==> src/rtl/bcd_serial_adder_ctrl.sv <==
// Digit-serial packed-BCD adder: one decimal digit per clock, LSD first,
// carry rippled through a register; done pulses for one cycle with the result.
module bcd_serial_adder_ctrl #(
    parameter int DIGITS = 4
) (
    input  logic                  clk,
    input  logic                  rst_n,
    input  logic                  start,
    input  logic [4*DIGITS-1:0]   a,
    input  logic [4*DIGITS-1:0]   b,
    input  logic                  cin,
    output logic                  busy,
    output logic                  done,
    output logic [4*DIGITS-1:0]   sum,
    output logic                  cout,
    output logic                  err
);

    localparam int W     = 4 * DIGITS;
    localparam int IDX_W = (DIGITS > 1) ? $clog2(DIGITS) : 1;
    localparam logic [IDX_W-1:0] LAST_IDX = IDX_W'(DIGITS - 1);

    typedef enum logic [1:0] {
        IDLE,
        ADD,
        DONE
    } state_t;

    state_t           state_q, state_d;
    logic [W-1:0]     op_a_q, op_a_d;
    logic [W-1:0]     op_b_q, op_b_d;
    logic [W-1:0]     work_q, work_d;
    logic [W-1:0]     sum_q, sum_d;
    logic [IDX_W-1:0] idx_q, idx_d;
    logic             carry_q, carry_d;
    logic             err_pend_q, err_pend_d;
    logic             cout_q, cout_d;
    logic             err_q, err_d;

    logic             bad_nibble;
    logic [5:0]       raw;
    logic [3:0]       digit;
    logic             carry_nxt;
    logic [W-1:0]     work_shift;

    always_comb begin
        bad_nibble = 1'b0;
        for (int i = 0; i < DIGITS; i++) begin
            if (a[4*i +: 4] > 4'd9 || b[4*i +: 4] > 4'd9) begin
                bad_nibble = 1'b1;
            end
        end
    end

    // Operands shift right each step, so the active digit is always nibble 0;
    // the result shifts in from the top and lands in place after DIGITS steps.
    always_comb begin
        raw        = {2'b00, op_a_q[3:0]} + {2'b00, op_b_q[3:0]} + {5'b00000, carry_q};
        carry_nxt  = (raw > 6'd9);
        digit      = carry_nxt ? (raw[3:0] + 4'd6) : raw[3:0];
        work_shift = (work_q >> 4) | (W'(digit) << (W - 4));
    end

    // NOTE: every signal driven here gets a default first so no path leaves it unassigned and infers a latch.
    always_comb begin
        state_d    = state_q;
        op_a_d     = op_a_q;
        op_b_d     = op_b_q;
        work_d     = work_q;
        sum_d      = sum_q;
        idx_d      = idx_q;
        carry_d    = carry_q;
        err_pend_d = err_pend_q;
        cout_d     = cout_q;
        err_d      = err_q;

        case (state_q)
            IDLE, DONE: begin
                if (start) begin
                    op_a_d     = a;
                    op_b_d     = b;
                    carry_d    = cin;
                    idx_d      = '0;
                    work_d     = '0;
                    err_pend_d = bad_nibble;
                    state_d    = ADD;
                end else if (state_q == DONE) begin
                    state_d = IDLE;
                end
            end
            ADD: begin
                op_a_d  = op_a_q >> 4;
                op_b_d  = op_b_q >> 4;
                carry_d = carry_nxt;
                work_d  = work_shift;
                if (idx_q == LAST_IDX) begin
                    sum_d   = work_shift;
                    cout_d  = carry_nxt;
                    err_d   = err_pend_q;
                    state_d = DONE;
                end else begin
                    idx_d = idx_q + IDX_W'(1);
                end
            end
            default: state_d = IDLE;
        endcase
    end

    // NOTE: sequential state uses non-blocking assignments so all registers update together at the edge.
    always_ff @(posedge clk or negedge rst_n) begin
        if (!rst_n) begin
            state_q    <= IDLE;
            op_a_q     <= '0;
            op_b_q     <= '0;
            work_q     <= '0;
            sum_q      <= '0;
            idx_q      <= '0;
            carry_q    <= 1'b0;
            err_pend_q <= 1'b0;
            cout_q     <= 1'b0;
            err_q      <= 1'b0;
        end else begin
            state_q    <= state_d;
            op_a_q     <= op_a_d;
            op_b_q     <= op_b_d;
            work_q     <= work_d;
            sum_q      <= sum_d;
            idx_q      <= idx_d;
            carry_q    <= carry_d;
            err_pend_q <= err_pend_d;
            cout_q     <= cout_d;
            err_q      <= err_d;
        end
    end

    assign busy = (state_q == ADD);
    assign done = (state_q == DONE);
    assign sum  = sum_q;
    assign cout = cout_q;
    assign err  = err_q;

endmodule

==> config.mk <==
export PLATFORM = sky130hd
export DESIGN_NAME = bcd_serial_adder_ctrl
export DESIGN_NICKNAME = d
export VERILOG_FILES = /design/src/rtl/bcd_serial_adder_ctrl.sv
export SDC_FILE = /design/constraint.sdc
export NUM_CORES = 1
export LEC_CHECK = 0
export BUFFER_PORTS_ARGS = -buffer_cell sky130_fd_sc_hd__buf_2
export CORE_MARGIN = 5
export CORE_UTILIZATION = 55
export DETAILED_ROUTE_END_ITERATION = 10
export MAX_ROUTING_LAYER = met4
export PLACE_DENSITY = 0.79
export SYNTH_ARGS = -nofsm -noshare
export SYNTH_HDL_FRONTEND = slang
export SYNTH_SLANG_ARGS = --single-unit
export TNS_END_PERCENT = 30
==> constraint.sdc <==
create_clock -name clk -period 3 [get_ports clk]
set_input_delay 0.6 -clock clk [delete_from_list [all_inputs] [get_ports clk]]
set_output_delay 0.6 -clock clk [all_outputs]
set_load 0.02 [all_outputs]
==> results.sh <==
export IMPL_dieArea_mm2=0.007251
export IMPL_cts_buffer_depth=2
export IMPL_wl_mm=6.610
export IMPL_slew_violations=0
export IMPL_finalSetupViolCount=0
export IMPL_grt_pass1_vias=2277
export IMPL_ctsHoldBuffers=0
export IMPL_worstSkewPairLatency_ps=340
export IMPL_synthArstFlopShare_pct=100.0
export IMPL_hold_path_class="input port to async pin"
export IMPL_die_w_um=85.16
export IMPL_first_iter_violations=160
export IMPL_critical_path_class="flop to flop"
export IMPL_status="finished clean"
export IMPL_ys_top_cells_by_area="dfrtp_1, nand2_1, mux2_2"
export IMPL_cts_resized_gates=0
export IMPL_crit_path_start_kind="flop"
export IMPL_synth_edf_count=0
export IMPL_cts_max_level=3
export IMPL_place_area_mm2=0.003420
export IMPL_max_freq_mhz=409.1
export IMPL_track_usage_pct=20.03
export IMPL_fin_skew_ps=10.08
export IMPL_yosysTopAreaCell="dfrtp_1"
export IMPL_dp_final_hpwl_mm=4.435
export IMPL_grt_max_degree=69
export IMPL_slew_headroom_pct=43.69
export IMPL_antenna_found_initial=0
export IMPL_worst_ep_arrival_time_ps=2640
export IMPL_crit_required_ps=3190
export IMPL_hold_ws_ps=440.7
export IMPL_post_cts_buffers=0
export IMPL_synth_seq_cells=68
export IMPL_r2r_start="op_a_q[0]"
export IMPL_dr_pass1_iters=4
export IMPL_syn_nets=351
export IMPL_fin_crit_sh_pct=81.48
export IMPL_powerDensity_mw_per_mm2=1343
export IMPL_grt_ovfl_total=0
export IMPL_grt_setup_unrepaired="no"
export IMPL_antenna_left=0
export IMPL_synth_yosys_seq_area_share_pct=54.77
export IMPL_cts_root_buffer="clkbuf_8"
export IMPL_fill_cells=452
export IMPL_irDropWorstVdd_uv=651.5
export IMPL_cts_buffers=9
export IMPL_avgSynthCellArea_um2=10.09
export IMPL_power_leakage_nw=1.774
export IMPL_die_h_um=85.16
export IMPL_cts_num_sinks=68
export IMPL_design_area_mm2=0.003642
export IMPL_netlist_area_mm2=0.003107
export IMPL_pin_count=56
export IMPL_report_power_total_mw=4.892
export IMPL_coreArea_mm2=0.005507
export IMPL_cts_tree="done"
export IMPL_avgRoutedWirePerCell_um=15.20
export IMPL_period_minus_slack_ps=2445
export IMPL_initial_utilization_pct=56.42
export IMPL_final_nets=401
export IMPL_final_cell_mix="dfrtp_1, nand2_1, buf_2, nor2_1, a31oi_1"
export IMPL_seq_area_mm2=0.001702
export IMPL_syn_inst=308
export IMPL_synth_top_area_share_pct=54.77
export IMPL_regToRegEndpoint="sum[13]"
export IMPL_layout_commonest_cell="dfrtp_1"
export IMPL_clk_pin_slew_worst_paths_ps=80
export IMPL_synth_warnings=0
export IMPL_hold_viol=0
export IMPL_io_buffers=55
export IMPL_final_layout_size_suffix_gt1_share_pct=26.72
export IMPL_maxCapViolCount=0
export IMPL_syn2layout_area_growth_pct=17.24
export IMPL_routabilityCongestion=0.8088
export IMPL_antenna_cells=0
export IMPL_rrSetupSlack_ps=560
export IMPL_worst_pin_slew_ps=844.6
export IMPL_tns_ps=0
export IMPL_num_vias=2444
export IMPL_multi_input_area_mm2=0.001285
export IMPL_synth_ff_type="dfrtp_1"
export IMPL_grt_first_pass_wirelength_mm=11.13
export IMPL_num_rows=27
export IMPL_route_detailed_drc=0
export IMPL_end_kind="flop"
export IMPL_path_max_fanout=10
export IMPL_avgViaCountPerCell=5.618
export IMPL_reg2reg_depth=7
export IMPL_synthDistinctLibCells=39
==> worst max path at each step <==
| stage | startpoint | to | slack [ps] |
|---|---|---|---|
| after floorplan | op_a_q[0] | work_q[13] | 650 |
| final | op_a_q[0] | sum[13] | 560 |
| after detailed placement | op_a_q[0] | sum[13] | 580 |
| after CTS | op_a_q[0] | sum[13] | 560 |
| after global routing | op_a_q[0] | sum[13] | 420 |
| after global placement | op_a_q[0] | sum[13] | 620 |
==> final cells by class <==
| cell class | instances | area share (%) |
|---|---|---|
| Clock buffer | 9 | 3.401 |
| Timing Repair Buffer | 60 | 8.588 |
| Sequential cell | 68 | 46.72 |
| Multi-Input combinational cell | 211 | 35.28 |
| Tap cell | 72 | 2.473 |
| Inverter | 8 | 0.8245 |
| Clock inverter | 7 | 2.714 |
==> synthesized netlist by cell type (all sizes together) (3+ instances only) <==
cell type	number
a21o	3
a21oi	8
a22o	14
a31oi	22
buf	12
clkbuf	9
dfrtp	68
ha	5
inv	8
mux2	15
nand2	65
nand2b	4
nor2	30
nor2b	3
o21ai	21
==> routing by layer <==
| metal | vias up | share of wire (%) | GRT usage, % | wire, um |
|---|---|---|---|---|
| li1 | 1169 | - | - | - |
| met1 | 1193 | 45 | 27.18 | 2992 |
| met2 | 69 | 47 | 30.16 | 3110 |
| met3 | 13 | 5.9 | 3.689 | 391 |
| met4 | 0 | 1.8 | 7.338 | 116 |
| met5 | - | 0 | - | 0 |
==> power breakdown <==
part           switching [mW]  internal, mW
sequential              0.243          1.35
clock                   0.361         0.473
combinational            1.45          1.01
==> metrics by stage <==
step	cells	utilization [%]	setup WS (ps)
global route	435	66.14	419.1
detailed placement	419	62.10	580.4
finish	435	66.14	555.5
global placement	419	62.10	619.3
floorplan	308	-	647.8
CTS	435	66.14	563.1
==> sequential cells by signal, indices dropped and copies added, names as in the netlist <==
| signal | cells |
|---|---|
| idx_q | 2 |
| op_b_q | 16 |
| work_q | 12 |
| carry_q | 1 |
| op_a_q | 16 |
| sum | 16 |
| err_pend_q | 1 |
| err | 1 |
| state_q | 2 |
| cout | 1 |
==> cells by family (layout without fill, tap and decap cells) <==
kind of cell	Yosys count	in the layout	synth area share, %
and+or+nand+nor	109	109	14.54
muxes	16	16	5.759
AOI/OAI and AO/OA	77	77	16.87
adders and majority gates	7	7	3.303
DFF	68	68	54.77
buffers and inverters	29	84	3.947
xor gates and xnor gates	2	2	0.8057
==> worst max-delay path, cell delays in order (launching register included) <==
cell,delay (ps)
dfrtp_1,410
fa_1,440
inv_1,80
fa_1,550
nor3b_1,210
mux2_1,330
a221oi_2,210
o21ai_1,80
Note: power is estimated with default switching activity, not from simulation.
